$ cat src/rtl/load_unit.sv
// Load unit: sequences a single memory read per request, checks alignment and
// funct3 legality, bounds the memory wait, and returns the lane-selected, extended result.
module load_unit #(
    parameter int TIMEOUT = 15
) (
    input  logic        clk,
    input  logic        reset,
    input  logic        start,
    input  logic [2:0]  funct3,
    input  logic [31:0] addr,
    output logic        mem_req,
    output logic [31:0] mem_addr,
    input  logic        mem_ready,
    input  logic [31:0] mem_rdata,
    output logic        busy,
    output logic        done,
    output logic [31:0] rdata,
    output logic        err,
    output logic [1:0]  err_code
);

    typedef enum logic [1:0] {
        IDLE = 2'd0,
        REQ  = 2'd1,
        DONE = 2'd2
    } state_t;

    localparam logic [7:0] TIMEOUT_C = 8'(TIMEOUT);

    state_t      state_q, state_d;
    logic [2:0]  f3_q, f3_d;
    logic [31:0] addr_q, addr_d;
    logic [7:0]  cnt_q, cnt_d;
    logic [31:0] rdata_q, rdata_d;
    logic        err_q, err_d;
    logic [1:0]  code_q, code_d;

    function automatic logic is_illegal(input logic [2:0] f3);
        return !(f3 == 3'b000 || f3 == 3'b001 || f3 == 3'b010 ||
                 f3 == 3'b100 || f3 == 3'b101);
    endfunction

    // Halfwords need an even address, words a 4-byte aligned one.
    function automatic logic is_misaligned(input logic [2:0] f3, input logic [1:0] off);
        logic m;
        case (f3[1:0])
            2'b01:   m = off[0];
            2'b10:   m = (off != 2'b00);
            default: m = 1'b0;
        endcase
        return m;
    endfunction

    function automatic logic [31:0] extend_load(input logic [2:0]  f3,
                                                input logic [1:0]  off,
                                                input logic [31:0] w);
        logic signed [7:0]  b;
        logic signed [15:0] h;
        logic [31:0]        r;
        b = $signed(8'(w >> {off, 3'b000}));
        h = off[1] ? $signed(w[31:16]) : $signed(w[15:0]);
        case (f3)
            3'b000:  r = 32'(b);
            3'b100:  r = {24'b0, b};
            3'b001:  r = 32'(h);
            3'b101:  r = {16'b0, h};
            default: r = w;
        endcase
        return r;
    endfunction

    always_comb begin
        state_d = state_q;
        f3_d    = f3_q;
        addr_d  = addr_q;
        cnt_d   = cnt_q;
        rdata_d = rdata_q;
        err_d   = err_q;
        code_d  = code_q;
        case (state_q)
            IDLE: begin
                if (start) begin
                    f3_d   = funct3;
                    addr_d = addr;
                    cnt_d  = 8'd0;
                    if (is_illegal(funct3)) begin
                        state_d = DONE;
                        err_d   = 1'b1;
                        code_d  = 2'b10;
                        rdata_d = 32'd0;
                    end else if (is_misaligned(funct3, addr[1:0])) begin
                        state_d = DONE;
                        err_d   = 1'b1;
                        code_d  = 2'b01;
                        rdata_d = 32'd0;
                    end else begin
                        state_d = REQ;
                        err_d   = 1'b0;
                        code_d  = 2'b00;
                    end
                end
            end
            REQ: begin
                // A response arriving on the final allowed cycle still wins over the timeout.
                if (mem_ready) begin
                    state_d = DONE;
                    rdata_d = extend_load(f3_q, addr_q[1:0], mem_rdata);
                    err_d   = 1'b0;
                    code_d  = 2'b00;
                end else begin
                    cnt_d = cnt_q + 8'd1;
                    if (cnt_q + 8'd1 == TIMEOUT_C) begin
                        state_d = DONE;
                        rdata_d = 32'd0;
                        err_d   = 1'b1;
                        code_d  = 2'b11;
                    end
                end
            end
            DONE:    state_d = IDLE;
            default: state_d = IDLE;
        endcase
    end

    always_ff @(posedge clk) begin
        if (reset) begin
            state_q <= IDLE;
            f3_q    <= 3'b000;
            addr_q  <= 32'd0;
            cnt_q   <= 8'd0;
            rdata_q <= 32'd0;
            err_q   <= 1'b0;
            code_q  <= 2'b00;
        end else begin
            state_q <= state_d;
            f3_q    <= f3_d;
            addr_q  <= addr_d;
            cnt_q   <= cnt_d;
            rdata_q <= rdata_d;
            err_q   <= err_d;
            code_q  <= code_d;
        end
    end

    assign mem_req  = (state_q == REQ);
    assign mem_addr = {addr_q[31:2], 2'b00};
    assign busy     = (state_q != IDLE);
    assign done     = (state_q == DONE);
    assign rdata    = rdata_q;
    assign err      = done && err_q;
    assign err_code = done ? code_q : 2'b00;

endmodule

$ cat config.mk
export PLATFORM = sky130hd
export DESIGN_NAME = load_unit
export DESIGN_NICKNAME = d
export VERILOG_FILES = /design/src/rtl/load_unit.sv
export SDC_FILE = /design/constraint.sdc
export NUM_CORES = 1
export LEC_CHECK = 0
export BUFFER_PORTS_ARGS = -buffer_cell sky130_fd_sc_hd__buf_2
export CORE_ASPECT_RATIO = 0.6
export CORE_MARGIN = 3
export CORE_UTILIZATION = 40
export CTS_CLUSTER_DIAMETER = 40
export DETAILED_ROUTE_END_ITERATION = 8
export PLACE_DENSITY_LB_ADDON = 0.05
export SLEW_MARGIN = 0
export SYNTH_ARGS = -nofsm -noshare
export SYNTH_HDL_FRONTEND = slang
export SYNTH_SLANG_ARGS = --single-unit
$ cat constraint.sdc
create_clock -name clk -period 2.1 [get_ports clk]
set_input_delay 0.315 -clock clk [delete_from_list [all_inputs] [get_ports clk]]
set_output_delay 0.315 -clock clk [all_outputs]
set_load 0.02 [all_outputs]
==> metrics.yaml <==
cts_tree: "yes"
h-tree-depth: 3
power.density_nw_per_um2: 784
die_w_um: 135
die_area_um2: 11300
synth_ff_type: "dfxtp_1"
rows: 27
fin_cells: 729
end_kind: "flop"
hold_class: "primary input to flop"
fin_crit_ns: 2.02
grt-ovfl-total: 0
fin_skew_ns: 0.00745
final_cell_mix: "buf_2 (138), nand2_1 (84), dfxtp_1 (77), a21oi_1 (58), nor2_1 (46)"
cts_hold_buffers: 0
wl_um: 11300
slowest_stage: "a311oi_4"
nNetsFinal: 670
period_share_pct: 96.0
grt_pass1_vias: 3528
final_common_cell: "buf_2"
cts_setup_buffers: 0
crit_path_start_kind: "flop"
first_iter_violations: 193
grt_usage_pct: 19.3
netlist_instances: 487
maxSlewHeadroom_pct: 61.9
portBuffers: 138
clkSinkCount: 80
antennaDiodeCount: 0
critPathRequiredTime_ns: 2.37
drc: 0
finalHoldViolations: 0
max_freq_ghz: 0.496
post_drt_wl_per_cell_um: 15.5
synth_edf_count: 0
crit_fanout: 8
die_h_um: 83.5
drtAntennaViolNets: 0
cts_buffers: 9
grt_pass1_wl_um: 17800
worstPathArrival_ns: 2.28
ir_worst_vdd_mv: 0.531
worstPathCellList: "nand3_1 -> nor3_1 -> a211oi_2 -> a311oi_4 -> clkbuf_16 -> o2bb2ai_1"
ys_types: 52
synth.avg_cell_area_um2: 8.23
p_leak_nw: 2.30
timing.hold.ws_ns: 0.217
fin_util_pct: 52.5
rsz0062_at_grt: "false"
synth_area_um2: 4010
synthArstFlopShare_pct: 0
critPathMaxStageDelay_ns: 0.48
vias: 3681
clockBufferDepth: 2
gp_congestion: 0.806
status: "finished clean"
cp_top_family: "compound AO/OA/AOI/OAI gates"
core_um2: 9460
top_level_ports: 141
dpl_cell_area_um2: 4630
worst_pin_slew_ns: 0.571
drv_cap: 0
clk_latency_ns: 0.33
slew_viol_final: 0
synth-seq-cells: 80
ys_seq_area_share_pct: 40.0
critPathBufInv: 1
antenna_found_initial: 0
setup_viol: 0
hpwlAfterDp_um: 8140
area_growth_pct: 24.0
dr.pass1.iters: 4
finalInstanceArea_um2: 4970
yosys_warnings: 0
drive_gt1_share_pct: 34.2
grt_max_degree: 46
initial_core_util_pct: 42.4
crit_type: "flop to flop"
post_drt_via_cell_ratio: 5.05
power_w: 0.00390
path_clk_slew_ns: 0.06
cts-root-buf: "clkbuf_16"
dp_cells: 711
[final timing paths]
check | start | end | slack [ns] | cells after the start
max | cnt_q[2] | rdata[23] | 0.08 | 6
min reg2reg | addr_q[30] | addr_q[30] | 0.45 | 2
min | addr[9] | addr_q[9] | 0.22 | 3
max reg2reg | cnt_q[2] | rdata[23] | 0.08 | 6
[power breakdown]
group / switching (W) / internal (W)
registers: 0.0000449 / 0.00159
clock network: 0.000630 / 0.000920
logic: 0.000439 / 0.000270
total: 0.00111 / 0.00278
[through the flow]
| step | setup slack, ns | TNS [ns] |
|---|---|---|
| final | 0.0833 | 0 |
| after CTS | 0.0920 | 0 |
| after detailed placement | -0.0289 | -0.192 |
| after global placement | 0.0470 | 0 |
| after global routing | 0.0114 | 0 |
| after floorplan | 0.199 | 0 |
[flip-flops by register name, summed over array words and instances, names as in the netlist]
register  count
code_q        2
err_q         1
rdata        32
addr_q       32
state_q       2
cnt_q         8
f3_q          3
[area by class of cell]
type / instances / area [µm²]
fillers: 962 / 4490
repair buffers: 158 / 887
multi-input cells: 331 / 1960
flip-flops and latches: 80 / 1610
clock inverters: 7 / 72.6
clock buffers: 9 / 225
well taps: 130 / 163
inverters: 14 / 52.6
[tightest hold or removal path, cell delays in order]
cell and delay, ns:
buf_2 0.09, nand2_1 0.04, a21oi_1 0.05
[kinds of logic after synthesis]
logic type,Yosys count,share of synthesized area (%)
buf+inv,77,11.2
mux,9,3.47
simple gates,167,18.3
flops,80,40.0
compound gates,148,25.4
fa+ha+maj,5,1.56
other cells,1,0.0936
[Yosys cell counts, types with 3 or more instances]
master     number  share of area, %
nand3_1         6              0.75
clkbuf_1       19               1.8
buf_6           4               1.1
o2bb2ai_2      11               4.1
nor2b_1         3              0.47
o2bb2ai_1      13               2.8
a21oi_1        58               7.2
or4_1           3              0.56
o21a_1          3              0.56
buf_2           6              0.75
inv_1          13               1.2
mux2_2          6               1.7
and2_1          5              0.78
nand2_1        84               7.9
a21o_1          9               1.7
nor3_1          3              0.37
nor2_1         46               4.3
ha_1            5               1.6
a31oi_1         9               1.4
buf_4          33               6.2
o21ai_0        27               3.4
dfxtp_1        80                40
nand2b_1        3              0.47
and3_1          3              0.47
[layer usage]
metal / GRT usage (%) / vias to the layer above / routed length, µm
met5: 0 / - / 0
met4: 3.29 / 0 / 81
li1: - / 1861 / -
met1: 28.9 / 1683 / 5660
met2: 26.7 / 127 / 4520
met3: 6.93 / 10 / 1070
[timing repair]
action,CTS,global route
gates cloned,0,2
endpoints found under the setup margin,1,27
gates resized for setup,1,4
pin swaps,0,1
Power figures use the tool's default switching activity.
